==> config.mk <==
export PLATFORM = sky130hd
export DESIGN_NAME = i2c_arbiter
export DESIGN_NICKNAME = d
export VERILOG_FILES = /design/src/rtl/i2c_arbiter.sv
export SDC_FILE = /design/constraint.sdc
export NUM_CORES = 1
export LEC_CHECK = 0
export BUFFER_PORTS_ARGS = -buffer_cell sky130_fd_sc_hd__buf_2
export CAP_MARGIN = 15
export CORE_MARGIN = 2
export CORE_UTILIZATION = 40
export DETAILED_ROUTE_END_ITERATION = 10
export PLACE_DENSITY_LB_ADDON = 0.12
export SKIP_CTS_REPAIR_TIMING = 1
export SYNTH_ARGS = -nofsm -noshare
export SYNTH_HDL_FRONTEND = slang
export SYNTH_SLANG_ARGS = --single-unit
==> constraint.sdc <==
create_clock -name clk -period 2.1 [get_ports clk]
set_clock_uncertainty 0.15 [all_clocks]
set_input_delay 0.21 -clock clk [delete_from_list [all_inputs] [get_ports clk]]
set_output_delay 0.21 -clock clk [all_outputs]
set_load 0.01 [all_outputs]
==> src/rtl/i2c_arbiter.sv <==
// rtl/i2c_arbiter.sv - round-robin arbiter sharing one i2c master among N_REQ requesters
// Optional per-phase watchdog enabled by defining I2C_ARB_TIMEOUT_EN.
module i2c_arbiter #(
    parameter int N_REQ          = 4,
    parameter int HOLD_CYCLES    = 100,
    parameter int GAP_CYCLES     = 1000,
    parameter bit MSB_FIRST      = 1'b1,
    parameter int TIMEOUT_CYCLES = 50000
) (
    input  logic               clk,
    input  logic               arst,
    input  logic [N_REQ-1:0]   req,
    input  logic [8*N_REQ-1:0] req_adrr_r_w,
    input  logic [8*N_REQ-1:0] req_wdata,
    output logic [N_REQ-1:0]   gnt,
    output logic [N_REQ-1:0]   done,
    output logic               err,
    output logic [7:0]         rdata,
    output logic               m_ena_i2c,
    output logic [7:0]         m_adrr_r_w,
    output logic [7:0]         m_byte_2_send,
    output logic               m_msb_lsb,
    input  logic [7:0]         m_byte_received,
    input  logic               m_end_trans
);
    localparam int MAX_HG  = (HOLD_CYCLES > GAP_CYCLES) ? HOLD_CYCLES : GAP_CYCLES;
    localparam int MAX_CNT = (MAX_HG > TIMEOUT_CYCLES) ? MAX_HG : TIMEOUT_CYCLES;
    localparam int CW      = $clog2(MAX_CNT + 1);
    localparam int PW      = (N_REQ > 1) ? $clog2(N_REQ) : 1;
    localparam logic [CW-1:0] HOLD_LD = CW'(HOLD_CYCLES);
    localparam logic [CW-1:0] GAP_LD  = CW'(GAP_CYCLES);
`ifdef I2C_ARB_TIMEOUT_EN
    localparam bit WD_EN = 1'b1;
`else
    localparam bit WD_EN = 1'b0;
`endif

    typedef enum logic [2:0] {IDLE, ADDR, DATA, HOLD, GAP} state_t;

    state_t          state, state_n;
    logic [CW-1:0]   cnt;
    logic [PW-1:0]   ptr, win, idx;
    logic            end_q;
    logic            et_rise;
    logic            any_req;
    logic            cnt_zero;
    logic            wd_expired;
    logic            abort;

    assign et_rise    = m_end_trans & ~end_q;
    assign any_req    = |req;
    assign cnt_zero   = (cnt == '0);
    // In ADDR/DATA the shared counter doubles as the watchdog, counting up from 0.
    assign wd_expired = WD_EN && (cnt == CW'(TIMEOUT_CYCLES - 1));
    assign abort      = wd_expired && !et_rise && (state == ADDR || state == DATA);
    assign m_msb_lsb  = MSB_FIRST;

    // Round-robin pick: scan from farthest to nearest after ptr so the nearest set bit wins.
    always_comb begin
        win = ptr;
        idx = '0;
        for (int i = N_REQ; i >= 1; i--) begin
            idx = PW'((int'(ptr) + i) % N_REQ);
            if (req[idx]) win = idx;
        end
    end

    // Next-state logic for the transaction sequencer.
    always_comb begin
        state_n = state;
        case (state)
            IDLE: if (any_req) state_n = ADDR;
            ADDR: if (et_rise) state_n = DATA; else if (abort) state_n = GAP;
            DATA: if (et_rise) state_n = HOLD; else if (abort) state_n = GAP;
            HOLD: if (cnt_zero) state_n = GAP;
            GAP:  if (cnt_zero) state_n = IDLE;
            default: state_n = IDLE;
        endcase
    end

    // State register.
    always_ff @(posedge clk or posedge arst) begin
        if (arst) state <= IDLE;
        else      state <= state_n;
    end

    // Grant, latched master inputs, counter and read-data registers.
    always_ff @(posedge clk or posedge arst) begin
        if (arst) begin
            ptr           <= PW'(N_REQ - 1);
            cnt           <= '0;
            end_q         <= 1'b0;
            gnt           <= '0;
            done          <= '0;
            rdata         <= '0;
            m_ena_i2c     <= 1'b0;
            m_adrr_r_w    <= '0;
            m_byte_2_send <= '0;
        end else begin
            end_q <= m_end_trans;
            done  <= '0;
            case (state)
                IDLE: begin
                    if (any_req) begin
                        gnt           <= N_REQ'(1) << win;
                        ptr           <= win;
                        m_ena_i2c     <= 1'b1;
                        cnt           <= '0;
                        m_adrr_r_w    <= req_adrr_r_w[8*int'(win) +: 8];
                        m_byte_2_send <= req_wdata[8*int'(win) +: 8];
                    end
                end
                ADDR, DATA: begin
                    if (et_rise) begin
                        if (state == DATA) begin
                            if (m_adrr_r_w[0]) rdata <= m_byte_received;
                            done <= gnt;
                            cnt  <= HOLD_LD;
                        end else begin
                            cnt <= '0;
                        end
                    end else if (abort) begin
                        m_ena_i2c <= 1'b0;
                        done      <= gnt;
                        gnt       <= '0;
                        cnt       <= GAP_LD;
                    end else if (WD_EN) begin
                        cnt <= cnt + 1'b1;
                    end
                end
                HOLD: begin
                    if (cnt_zero) begin
                        m_ena_i2c <= 1'b0;
                        gnt       <= '0;
                        cnt       <= GAP_LD;
                    end else begin
                        cnt <= cnt - 1'b1;
                    end
                end
                GAP: begin
                    if (!cnt_zero) cnt <= cnt - 1'b1;
                end
                default: ;
            endcase
        end
    end

`ifdef I2C_ARB_TIMEOUT_EN
    // Error flag pulses alongside done when the watchdog aborts a phase.
    always_ff @(posedge clk or posedge arst) begin
        if (arst) err <= 1'b0;
        else      err <= abort;
    end
`else
    assign err = 1'b0;
`endif

endmodule
After elaboration in Yosys (flattened, before gate mapping)
Index checks and enable logic that the tools add are counted.

Output and inout port bits: 35. Flip-flop bits (word level): 55. Word-level logic and storage cells: 79.

$add $sub $neg: 5. Magnitude comparators: 4. Reductions and logical operators: 11. Muxes and demuxes: 33. Bitwise logic cells: 2. Shifts and indexed selects: 3. Equality and inequality tests: 11.

Operator list (number): 2-to-1 mux 16 bit (4); case mux 16 bit (4 select lines) (1); indexed part select 32 x 6 -> 8 bit (2); 2-to-1 mux 4 bit (5); zero test 16 bit (1); subtractor 16 x 1 -> 16 bit (second input constant) (1); 2-to-1 mux 3 bit (5); case mux 3 bit (5 select lines) (1); != test 2 bit (second input constant) (7); < comparator 2 x 3 -> 1 bit (second input constant) (4); binary-select mux 1 bit (select 2 bit) (4); 2-to-1 mux 2 bit (4); case mux 4 bit (2 select lines) (1); AND reduction 4 bit (2); 2-to-1 mux 7 bit (1); equality test 3 x 2 -> 1 bit (second input constant) (2); 2-to-1 mux 1 bit (6); AND reduction 5 bit (1); adder 2 x 1 -> 2 bit (second input constant) (2); adder 2 bit (second input constant) (2); nonzero test 4 bit (1); OR reduction 4 bit (1); << shifter 1 x 2 -> 4 bit (first input constant) (1); equality test 3 x 1 -> 1 bit (second input constant) (1); 9 further kinds (9).

Longest topological paths before layout
Depth after elaboration: 10. Mapped depth: 9. Mapped depth without buffers: 7.

Worst setup path after synthesis
Ideal clock, no wire load.

Path kind: reg-to-reg. Start: reg cnt[0]. End: reg cnt[6]. Data required time: 1.819 ns. Slack: -0.011 ns. Cell stages (with the launch flop): 8. Period minus slack after synthesis: 2.111 ns. Data arrival time: 1.831 ns. Cells stage by stage: dfrtp_1 > inv_1 > ha_1 > or3b_2 > o311ai_0 > a21oi_1 > a311oi_1 > a21oi_1.

Longest elaborated chain between the ends: 3.

Ends and longest elaborated chain: start: declaration (RTL line 41) `logic [CW-1:0] cnt;`; start signal: assignment (RTL line 128) `cnt <= cnt + 1'b1;`; start signal: assignment (RTL line 137) `cnt <= cnt - 1'b1;`; start signal: assignment (RTL line 141) `if (!cnt_zero) cnt <= cnt - 1'b1;`; subtractor 16 x 1 -> 16 bit or zero test 16 bit (tied branches) (RTL line 137, 141, 52); 2-to-1 mux 16 bit, or another cell as far along (RTL line 141); case mux 16 bit (4 select lines) or AND reduction 4 bit (tied branches).

Several ways; a longest one is shown, not always the timed one. The select of a mux whose other input is x is not followed. A chain may end at the register's enable or synchronous reset.

Final worst setup path
Start: reg cnt[1]. End: reg cnt[7].

Same word-level chain as after synthesis.

==> impl_metrics.env <==
export IMPL_reg2reg_from="cnt[1]"
export IMPL_antenna_found_initial=0
export IMPL_total_power_density_per_cell_area_nw_per_um2=1220
export IMPL_grt_pass1_vias=3357
export IMPL_drc=0
export IMPL_path_class="flop to flop"
export IMPL_initial_utilization_pct=41.4
export IMPL_ioPinCount=114
export IMPL_worst_hold_path_endpoint="m_adrr_r_w[1]"
export IMPL_synth_edf_count=0
export IMPL_cp_end_kind="flop"
export IMPL_worst_slew_pin_slew_ns=0.587
export IMPL_syn_num_nets=440
export IMPL_gate_count_of_the_mapped_netlist=359
export IMPL_drt_iter0_drc=116
export IMPL_yosys_area_top_type_share_pct=38.8
export IMPL_die_width_um=96.5
export IMPL_numCtsBuffers=5
export IMPL_port_buffers=111
export IMPL_rr_worst_depth=7
export IMPL_synth_async_reset_ratio_pct=100
export IMPL_grt_pass1_wl_um=16000
export IMPL_worst_skew_pair_late_latency_ns=0.32
export IMPL_finalWorstPathRequiredPeriod_ns=2.07
export IMPL_ctsHtreeMaxLevel=2
export IMPL_synth_distinct_cells=62
export IMPL_drt_antenna_violating_nets=0
export IMPL_cts_tree="built"
export IMPL_layout_area_overhead_vs_synth_pct=36.5
export IMPL_die_area_um2=9310
export IMPL_synth_seq_area_share_pct=40.3
export IMPL_dr_total_vias=3428
export IMPL_finalSetupTns_ns=0
export IMPL_regToRegSetupSlack_ns=0.03
export IMPL_synth_seq_cells=55
export IMPL_placement_rows=33
export IMPL_min_path_type="primary input to flop"
export IMPL_slew_viol_final=0
export IMPL_wl_per_cell_um=16.1
export IMPL_post_route_period_util_pct=98.5
export IMPL_hold_violations_final=0
export IMPL_finalNetCount=594
export IMPL_synth_common_cells="53 x dfrtp_1, 36 x nand2_1, 18 x o31ai_1"
export IMPL_status="finished, final reports clean"
export IMPL_worst_r2r_endpoint="cnt[7]"
export IMPL_timing_max_slew_rel_slack_pct=60.8
export IMPL_vertical_extent_of_the_die_um=96.5
export IMPL_yosysTopAreaCell="dfrtp_1"
export IMPL_synthTopCellsByArea="dfrtp_1 39%, mux2i_1 5.0%, a21bo_2 4.7%"
export IMPL_routed_via_density=5.54
export IMPL_clock_tree_root_cell="clkbuf_8"
export IMPL_fin_util_pct=56.6
export IMPL_routed_wl_um=9960
export IMPL_timing_max_cap_violations=0
export IMPL_max_freq_mhz=483
export IMPL_cts_reportedPaths_clkPinSlew_ns=0.11
export IMPL_clock_sink_count=55
export IMPL_place_gp_congestion=0.851
export IMPL_min_path_cells=3
export IMPL_post_synth_top_count_cell="dfrtp_1"
export IMPL_mappedNetlistArea_um2=3420
export IMPL_synth_ff_type="dfrtp_1"
export IMPL_total_leakage_power_nw=2.24
export IMPL_power_total_mw=5.71
export IMPL_cp_max_fo=15
export IMPL_track_usage_pct=21.8
export IMPL_timing_hold_worst_start="req_adrr_r_w[25]"
export IMPL_gr_total_overflow=0
export IMPL_timing_critical_path_required_ns=2.17
export IMPL_postSynthAreaPerCell_um2=9.53
export IMPL_maximum_buffer_depth_of_the_clock_tree=2
export IMPL_critical_path_arrival_ns=2.14
export IMPL_antennaDiodeCount=0
export IMPL_drt_pass1_iterations=4
export IMPL_ir_drop_worst_vdd_uv=444
export IMPL_place_detailed_hpwl_um=7140
export IMPL_yosysWarnings=0
export IMPL_setup_worst_path_start_class="flop"
export IMPL_setup_violations=0
export IMPL_coreArea_um2=8260
export IMPL_grt_max_degree=25
export IMPL_drive_above_1_share_pct=43.8
-- power breakdown --
part / switching, mW / internal, mW / total [mW]
Sequential: 0.345 / 1.51 / 1.85
Clock: 0.397 / 0.241 / 0.638
Combinational: 1.67 / 1.55 / 3.22
-- logic make-up (layout without fill, tap and decap cells) --
| group | count (synthesis) | after routing | share of synthesized area [%] |
|---|---|---|---|
| AOI/OAI and AO/OA | 115 | 115 | 25.6 |
| DFF | 55 | 55 | 40.3 |
| muxes | 25 | 25 | 7.61 |
| buffers and inverters | 34 | 189 | 4.90 |
| other | 2 | 2 | 0.219 |
| adders and majority gates | 2 | 2 | 0.731 |
| and+or+nand+nor | 126 | 126 | 20.7 |
-- sequential cells by signal (all words and copies together), names as in the netlist --
signal / cells
m_ena_i2c: 1
m_byte_2_send: 8
gnt: 4
ptr: 2
done: 4
end_q: 1
m_adrr_r_w: 8
state: 3
cnt: 16
rdata: 8
-- worst max-delay path: stages, from the launching register on --
cell and delay, ns:
dfrtp_1 0.39, inv_1 0.10, ha_1 0.17, nor4b_4 0.23, and4_4 0.34, o32a_4 0.31
nor2_1 0.07, o211a_1 0.21
-- metal layers --
layer	up-vias	wire, um	track usage [%]
li1	1664	-	-
met1	1660	4270	27.7
met2	96	5090	38.5
met3	8	515	4.19
met4	0	91	5.05
met5	-	0	0
-- final cells by class --
class                      instances  area (um^2)
timing repair buffer             174         1080
clock buffer                       5         68.8
clock inverter                     3         22.5
tap                              105          131
multi-input combinational        270         1960
fill                             783         3590
sequential                        55         1380
inverter                           7         26.3
-- how the worst max path moves through the flow --
| stage | start | to | cells after the start |
|---|---|---|---|
| 6_report | cnt[1] | cnt[7] | 7 |
| 5_1_grt | cnt[1] | cnt[7] | 7 |
| 4_1_cts | cnt[0] | cnt[7] | 7 |
| 3_5_place_dp | cnt[0] | cnt[7] | 7 |
| 3_3_place_gp | cnt[0] | cnt[7] | 7 |
| 2_1_floorplan | cnt[0] | cnt[6] | 7 |
-- layout by cell type, fill, tap and decap left out, types with 6 or more instances in the layout --
| master | count |
|---|---|
| buf_2 | 112 |
| dfrtp_1 | 53 |
| buf_4 | 49 |
| nand2_1 | 36 |
| o31ai_1 | 18 |
| nand4_1 | 17 |
| mux2i_1 | 17 |
| a21bo_2 | 16 |
| o211ai_1 | 16 |
| nor2_1 | 15 |
| a21oi_1 | 13 |
| o21ai_0 | 13 |
| dlygate4sd3_1 | 10 |
| mux2_2 | 8 |
| nand2b_1 | 7 |
| nand3_1 | 7 |
| nor3_1 | 6 |
| and2_1 | 6 |
| a31oi_1 | 6 |
-- per-stage QoR --
stage               area, um^2  instances  hold WS [ns]  setup slack (ns)
floorplan                 3420        359        0.0914            0.0452
finish                    4670        619        0.0435            0.0306
CTS                       4480        607        -0.260            -0.158
global placement          4380        599        0.0911           -0.0969
global route              4670        619        0.0584           -0.0119
detailed placement        4380        599         0.103            -0.145
Note: power is estimated with default switching activity, not from simulation.
